==> src/rtl/dmem_arb_pkg.sv <==
// dmem_arbiter shared types: arbitration state and port indices.
// Lock states are only reachable with DMEM_ARB_LOCK_EN defined.
package dmem_arb_pkg;

  typedef enum logic [1:0] {
    ARB_IDLE  = 2'd0,
    ARB_LOCK0 = 2'd1,
    ARB_LOCK1 = 2'd2
  } arb_state_t;

  localparam logic ARB_PORT0 = 1'b0;
  localparam logic ARB_PORT1 = 1'b1;

endpackage

==> src/rtl/dmem_arb_pick.sv <==
// dmem_arb_pick: combinational one-hot grant selection.
// Round-robin in ARB_IDLE; a locked state only serves its owner.
module dmem_arb_pick
  import dmem_arb_pkg::*;
(
  input  logic       i_req0,
  input  logic       i_req1,
  input  logic       i_prio,
  input  arb_state_t i_state,
  output logic [1:0] o_gnt
);

  always_comb begin
    o_gnt = 2'b00;
    unique case (i_state)
      ARB_LOCK0: o_gnt[0] = i_req0;
      ARB_LOCK1: o_gnt[1] = i_req1;
      default: begin
        if (i_req0 && i_req1) begin
          if (i_prio == ARB_PORT1) o_gnt = 2'b10;
          else                     o_gnt = 2'b01;
        end else begin
          o_gnt = {i_req1, i_req0};
        end
      end
    endcase
  end

endmodule

==> src/rtl/dmem_arbiter.sv <==
// dmem_arbiter: two-port round-robin arbiter for the 8x256 data memory.
// Optional bus lock for RMW sequences under `DMEM_ARB_LOCK_EN.
module dmem_arbiter
  import dmem_arb_pkg::*;
#(
  parameter int W = 8,
  parameter int A = 8
) (
  input  logic         i_clk,
  input  logic         i_rst_n,
  input  logic         i_req0,
  input  logic         i_req1,
  input  logic         i_we0,
  input  logic         i_we1,
  input  logic [A-1:0] i_addr0,
  input  logic [A-1:0] i_addr1,
  input  logic [W-1:0] i_wdata0,
  input  logic [W-1:0] i_wdata1,
  input  logic         i_lock0,
  input  logic         i_lock1,
  output logic         o_gnt0,
  output logic         o_gnt1,
  output logic         o_rvalid0,
  output logic         o_rvalid1,
  output logic [W-1:0] o_rdata0,
  output logic [W-1:0] o_rdata1,
  output logic         o_mem_write_en,
  output logic [A-1:0] o_mem_address,
  output logic [W-1:0] o_mem_data_in,
  input  logic [W-1:0] i_mem_data_out
);

  logic       r_prio;
  arb_state_t w_state;
  logic [1:0] w_pick;
  logic [1:0] w_gnt;
  logic       w_rd0;
  logic       w_rd1;

  dmem_arb_pick u_pick (
    .i_req0  (i_req0),
    .i_req1  (i_req1),
    .i_prio  (r_prio),
    .i_state (w_state),
    .o_gnt   (w_pick)
  );

  // Gating with reset kills a write that is mid-grant when reset hits.
  assign w_gnt  = w_pick & {2{i_rst_n}};
  assign o_gnt0 = w_gnt[0];
  assign o_gnt1 = w_gnt[1];

`ifdef DMEM_ARB_LOCK_EN
  arb_state_t r_state;
  arb_state_t w_state_nxt;

  always_ff @(posedge i_clk or negedge i_rst_n) begin
    if (!i_rst_n) r_state <= ARB_IDLE;
    else          r_state <= w_state_nxt;
  end

  always_comb begin
    w_state_nxt = r_state;
    unique case (r_state)
      ARB_IDLE: begin
        if (w_gnt[0] && i_lock0)      w_state_nxt = ARB_LOCK0;
        else if (w_gnt[1] && i_lock1) w_state_nxt = ARB_LOCK1;
      end
      ARB_LOCK0: if (!i_lock0) w_state_nxt = ARB_IDLE;
      ARB_LOCK1: if (!i_lock1) w_state_nxt = ARB_IDLE;
      default:   w_state_nxt = ARB_IDLE;
    endcase
  end

  assign w_state = r_state;
`else
  logic w_lock_unused;

  assign w_lock_unused = i_lock0 ^ i_lock1;
  assign w_state       = ARB_IDLE;
`endif

  // Pointer moves only on idle-state grants; a lock freezes it.
  always_ff @(posedge i_clk or negedge i_rst_n) begin
    if (!i_rst_n) begin
      r_prio <= ARB_PORT0;
    end else if (w_state == ARB_IDLE) begin
      if (w_gnt[0])      r_prio <= ARB_PORT1;
      else if (w_gnt[1]) r_prio <= ARB_PORT0;
    end
  end

  always_comb begin
    o_mem_write_en = 1'b0;
    o_mem_address  = '0;
    o_mem_data_in  = '0;
    if (w_gnt[0]) begin
      o_mem_write_en = i_we0;
      o_mem_address  = i_addr0;
      o_mem_data_in  = i_wdata0;
    end else if (w_gnt[1]) begin
      o_mem_write_en = i_we1;
      o_mem_address  = i_addr1;
      o_mem_data_in  = i_wdata1;
    end
  end

  assign w_rd0 = w_gnt[0] & ~i_we0;
  assign w_rd1 = w_gnt[1] & ~i_we1;

  always_ff @(posedge i_clk or negedge i_rst_n) begin
    if (!i_rst_n) begin
      o_rvalid0 <= 1'b0;
      o_rvalid1 <= 1'b0;
      o_rdata0  <= '0;
      o_rdata1  <= '0;
    end else begin
      o_rvalid0 <= w_rd0;
      o_rvalid1 <= w_rd1;
      if (w_rd0) o_rdata0 <= i_mem_data_out;
      if (w_rd1) o_rdata1 <= i_mem_data_out;
    end
  end

endmodule

==> config.mk <==
export PLATFORM = sky130hd
export DESIGN_NAME = dmem_arbiter
export DESIGN_NICKNAME = d
export VERILOG_FILES = /design/src/rtl/dmem_arb_pkg.sv /design/src/rtl/dmem_arb_pick.sv /design/src/rtl/dmem_arbiter.sv
export SDC_FILE = /design/constraint.sdc
export NUM_CORES = 1
export LEC_CHECK = 0
export BUFFER_PORTS_ARGS = -buffer_cell sky130_fd_sc_hd__clkbuf_2
export CORE_MARGIN = 2
export CORE_UTILIZATION = 32
export CTS_CLUSTER_DIAMETER = 150
export CTS_CLUSTER_SIZE = 30
export DETAILED_ROUTE_END_ITERATION = 6
export PLACE_DENSITY = 0.74
export SLEW_MARGIN = 5
export SYNTH_ARGS = -nofsm -noshare
export SYNTH_HDL_FRONTEND = slang
export SYNTH_SLANG_ARGS = --single-unit
==> constraint.sdc <==
create_clock -name i_clk -period 1.44 [get_ports i_clk]
set_clock_uncertainty 0.15 [all_clocks]
set_input_delay 0.288 -clock i_clk [delete_from_list [all_inputs] [get_ports i_clk]]
set_output_delay 0.288 -clock i_clk [all_outputs]
set_load 0.02 [all_outputs]
==> flow_metrics.tcl <==
set metrics [dict create \
    hold_violations 0 \
    antenna_found_initial 0 \
    tritoncts.num_buffers 3 \
    peakVddDrop_mv 0.982 \
    cts_tree "built" \
    max_freq_ghz 0.518 \
    dieArea_um2 3260 \
    max_cap_viol_count 0 \
    setup_ws_ps -490 \
    synth_seq_cells 19 \
    first_global_vias 1011 \
    core_um2 2710 \
    fin_crit_ps 1930 \
    critPathArrivalTime_ps 1490 \
    die_w_um 57.1 \
    drive_gt1_share_pct 82.6 \
    worst_setup_path_start_kind "flop" \
    worstSetupPathType "reg -> out" \
    path_delay_family "flip-flops" \
    synth_top_cell_by_area "dfrtp_1" \
    route.detailed.drc 0 \
    ant_nets 0 \
    via_per_inst 5.00 \
    maxSlewHeadroom_pct 84.8 \
    die_h_um 57.1 \
    grt_pass1_wl_um 4440 \
    dr.first_iter.drc_count 29 \
    path_clk_slew_ps 100 \
    tightest_slew_ps 227 \
    worstSetupEndpointType "output port" \
    root_buffer "clkbuf_4" \
    fin_nets 216 \
    finalPower_mw 1.89 \
    h-tree-depth 1 \
    rsz0062_at_grt "true" \
    crit_path_cell_trace "nor2b_4 -> nor2_4 -> buf_12 -> a22o_4 -> clkbuf_2" \
    diodes 0 \
    clock_sinks 19 \
    setup_viol 35 \
    synth_top_area_share_pct 52.7 \
    violations "setup timing" \
    synth_area_leaders "dfrtp_1 (53%), mux2_2 (20%), a22o_1 (16%), a211oi_4 (2.2%), nor3_4 (1.8%)" \
    syn_area_um2 902 \
    slowest_delay_ps 470 \
    finalCritPeriodShare_pct 134 \
    layout_commonest_cell "clkbuf_2" \
    tns_ps -12820 \
    synth.distinct_cells 14 \
    yosysWarnings 0 \
    gp_congestion 0.728 \
    mostFrequentLayoutCells "clkbuf_2 (67), dfrtp_1 (18), mux2_4 (16)" \
    syn_inst 64 \
    power_density_nw_per_um2 1030 \
    hpwl_um 2190 \
    cp_slowest_cell "dfrtp_2" \
    clk_latency_ps 280 \
    overflow 0 \
    start_util_pct 33.3 \
    clock_path_buffers 2 \
    avgSynthCellArea_um2 14.1 \
    outcome "complete, but fails checks" \
    hold_path.class "in -> reg" \
    wire_per_inst_um 14.9 \
    ys_seq_area_share_pct 52.7 \
    rows 19 \
    p_leak_nw 0.989 \
    grt_max_degree 19 \
    dr_total_vias 990 \
    port_buffers 82 \
    ioPinCount 85 \
    track_usage_pct 17.1 \
    path_max_fanout 17 \
    crit_buf_inv 2 \
    routed_wl_um 2960 \
    cp_data_required_time_ps 1000 \
    slew_violations 0 \
    syn_to_final_growth_pct 104 \
    syn-num-nets 112 \
    dr.pass1.iters 4 \
]
## final cells by class
| class | instances | area [µm²] |
|---|---|---|
| Fill cell | 219 | 872 |
| Timing Repair Buffer | 101 | 711 |
| Multi-Input combinational cell | 43 | 584 |
| Sequential cell | 19 | 477 |
| Tap cell | 31 | 38.8 |
| Clock buffer | 3 | 22.5 |
| Clock inverter | 1 | 5.00 |
## metrics by stage
stage | area (µm²) | cells | utilization [%] | setup WS (ps) | hold slack (ps)
detailed placement | 1570 | 186 | 58.0 | -287 | 83.6
global placement | 1570 | 186 | 58.0 | -242 | 69.6
global route | 1840 | 198 | 67.8 | -534 | 88.0
CTS | 1740 | 195 | 64.0 | -494 | 82.3
floorplan | 1030 | 64 | - | -126 | -158
finish | 1840 | 198 | 67.8 | -490 | 94.5
## timing repair
| action | 4_1_cts | 5_1_grt |
|---|---|---|
| buffers inserted | 5 | 4 |
| hold buffers | 1 | 0 |
| hold endpoints to repair | 19 | 0 |
| resized for setup | 22 | 35 |
| setup endpoints to repair | 35 | 35 |
| pin swaps | 2 | 1 |
## state kept, by name, indices dropped and copies added, names as in the netlist
register / flops
o_rvalid1: 1
o_rvalid0: 1
o_rdata1: 8
r_prio: 1
o_rdata0: 8
## cells by family (layout without fill, tap and decap cells)
family	after synthesis	count (layout)	synth area share [%]
AOI/OAI and AO/OA	20	20	20.4
DFF	19	19	52.7
muxes	16	16	20.0
and+or+nand+nor	7	7	5.83
buffers and inverters	2	105	1.11
## final timing paths
check | start | slack (ps) | to | depth (start not counted)
setup / recovery | r_prio | -490 | o_mem_data_in[4] | 5
setup reg to reg | r_prio | -310 | o_rdata1[5] | 7
hold / removal | i_mem_data_out[7] | 90 | o_rdata1[7] | 2
hold reg to reg | o_rdata1[7] | 370 | o_rdata1[7] | 1
max in group asynchronous | i_rst_n | 540 | o_rdata1[6] | 3
min in group asynchronous | i_rst_n | 320 | r_prio | 3
## where the power goes
group	total (mW)	leakage [nW]	switching, mW	internal (mW)
clock network	0.254	0.0177	0.151	0.103
registers	0.733	0.228	0.0778	0.655
logic	0.905	0.743	0.432	0.473
total	1.89	0.989	0.661	1.23
## synthesized netlist by cell type
| cell type | number |
|---|---|
| a211oi_4 | 1 |
| a21oi_2 | 1 |
| a22o_1 | 16 |
| buf_2 | 2 |
| dfrtp_1 | 19 |
| mux2_2 | 16 |
| nand2_1 | 2 |
| nand2_2 | 1 |
| nor2_2 | 1 |
| nor2b_2 | 1 |
| nor3_4 | 1 |
| nor3b_1 | 1 |
| o21ai_0 | 1 |
| o21ba_2 | 1 |
## layer usage
layer / up-vias / global-route usage, % / wire length, µm
met1: 479 / 18.8 / 1020
met4: 0 / 3.99 / 0
met2: 61 / 33.3 / 1650
met3: 0 / 3.17 / 281
li1: 450 / - / -
met5: - / 0 / 0
## worst reg2reg max path, stage by stage (launching register included)
cell and delay [ps]:
dfrtp_2 440, nor2b_4 60, buf_4 130, buf_6 110, buf_4 130, nor3_4 150, buf_12 170, mux2_4 310
No activity file was read; power rests on OpenSTA's default activity.
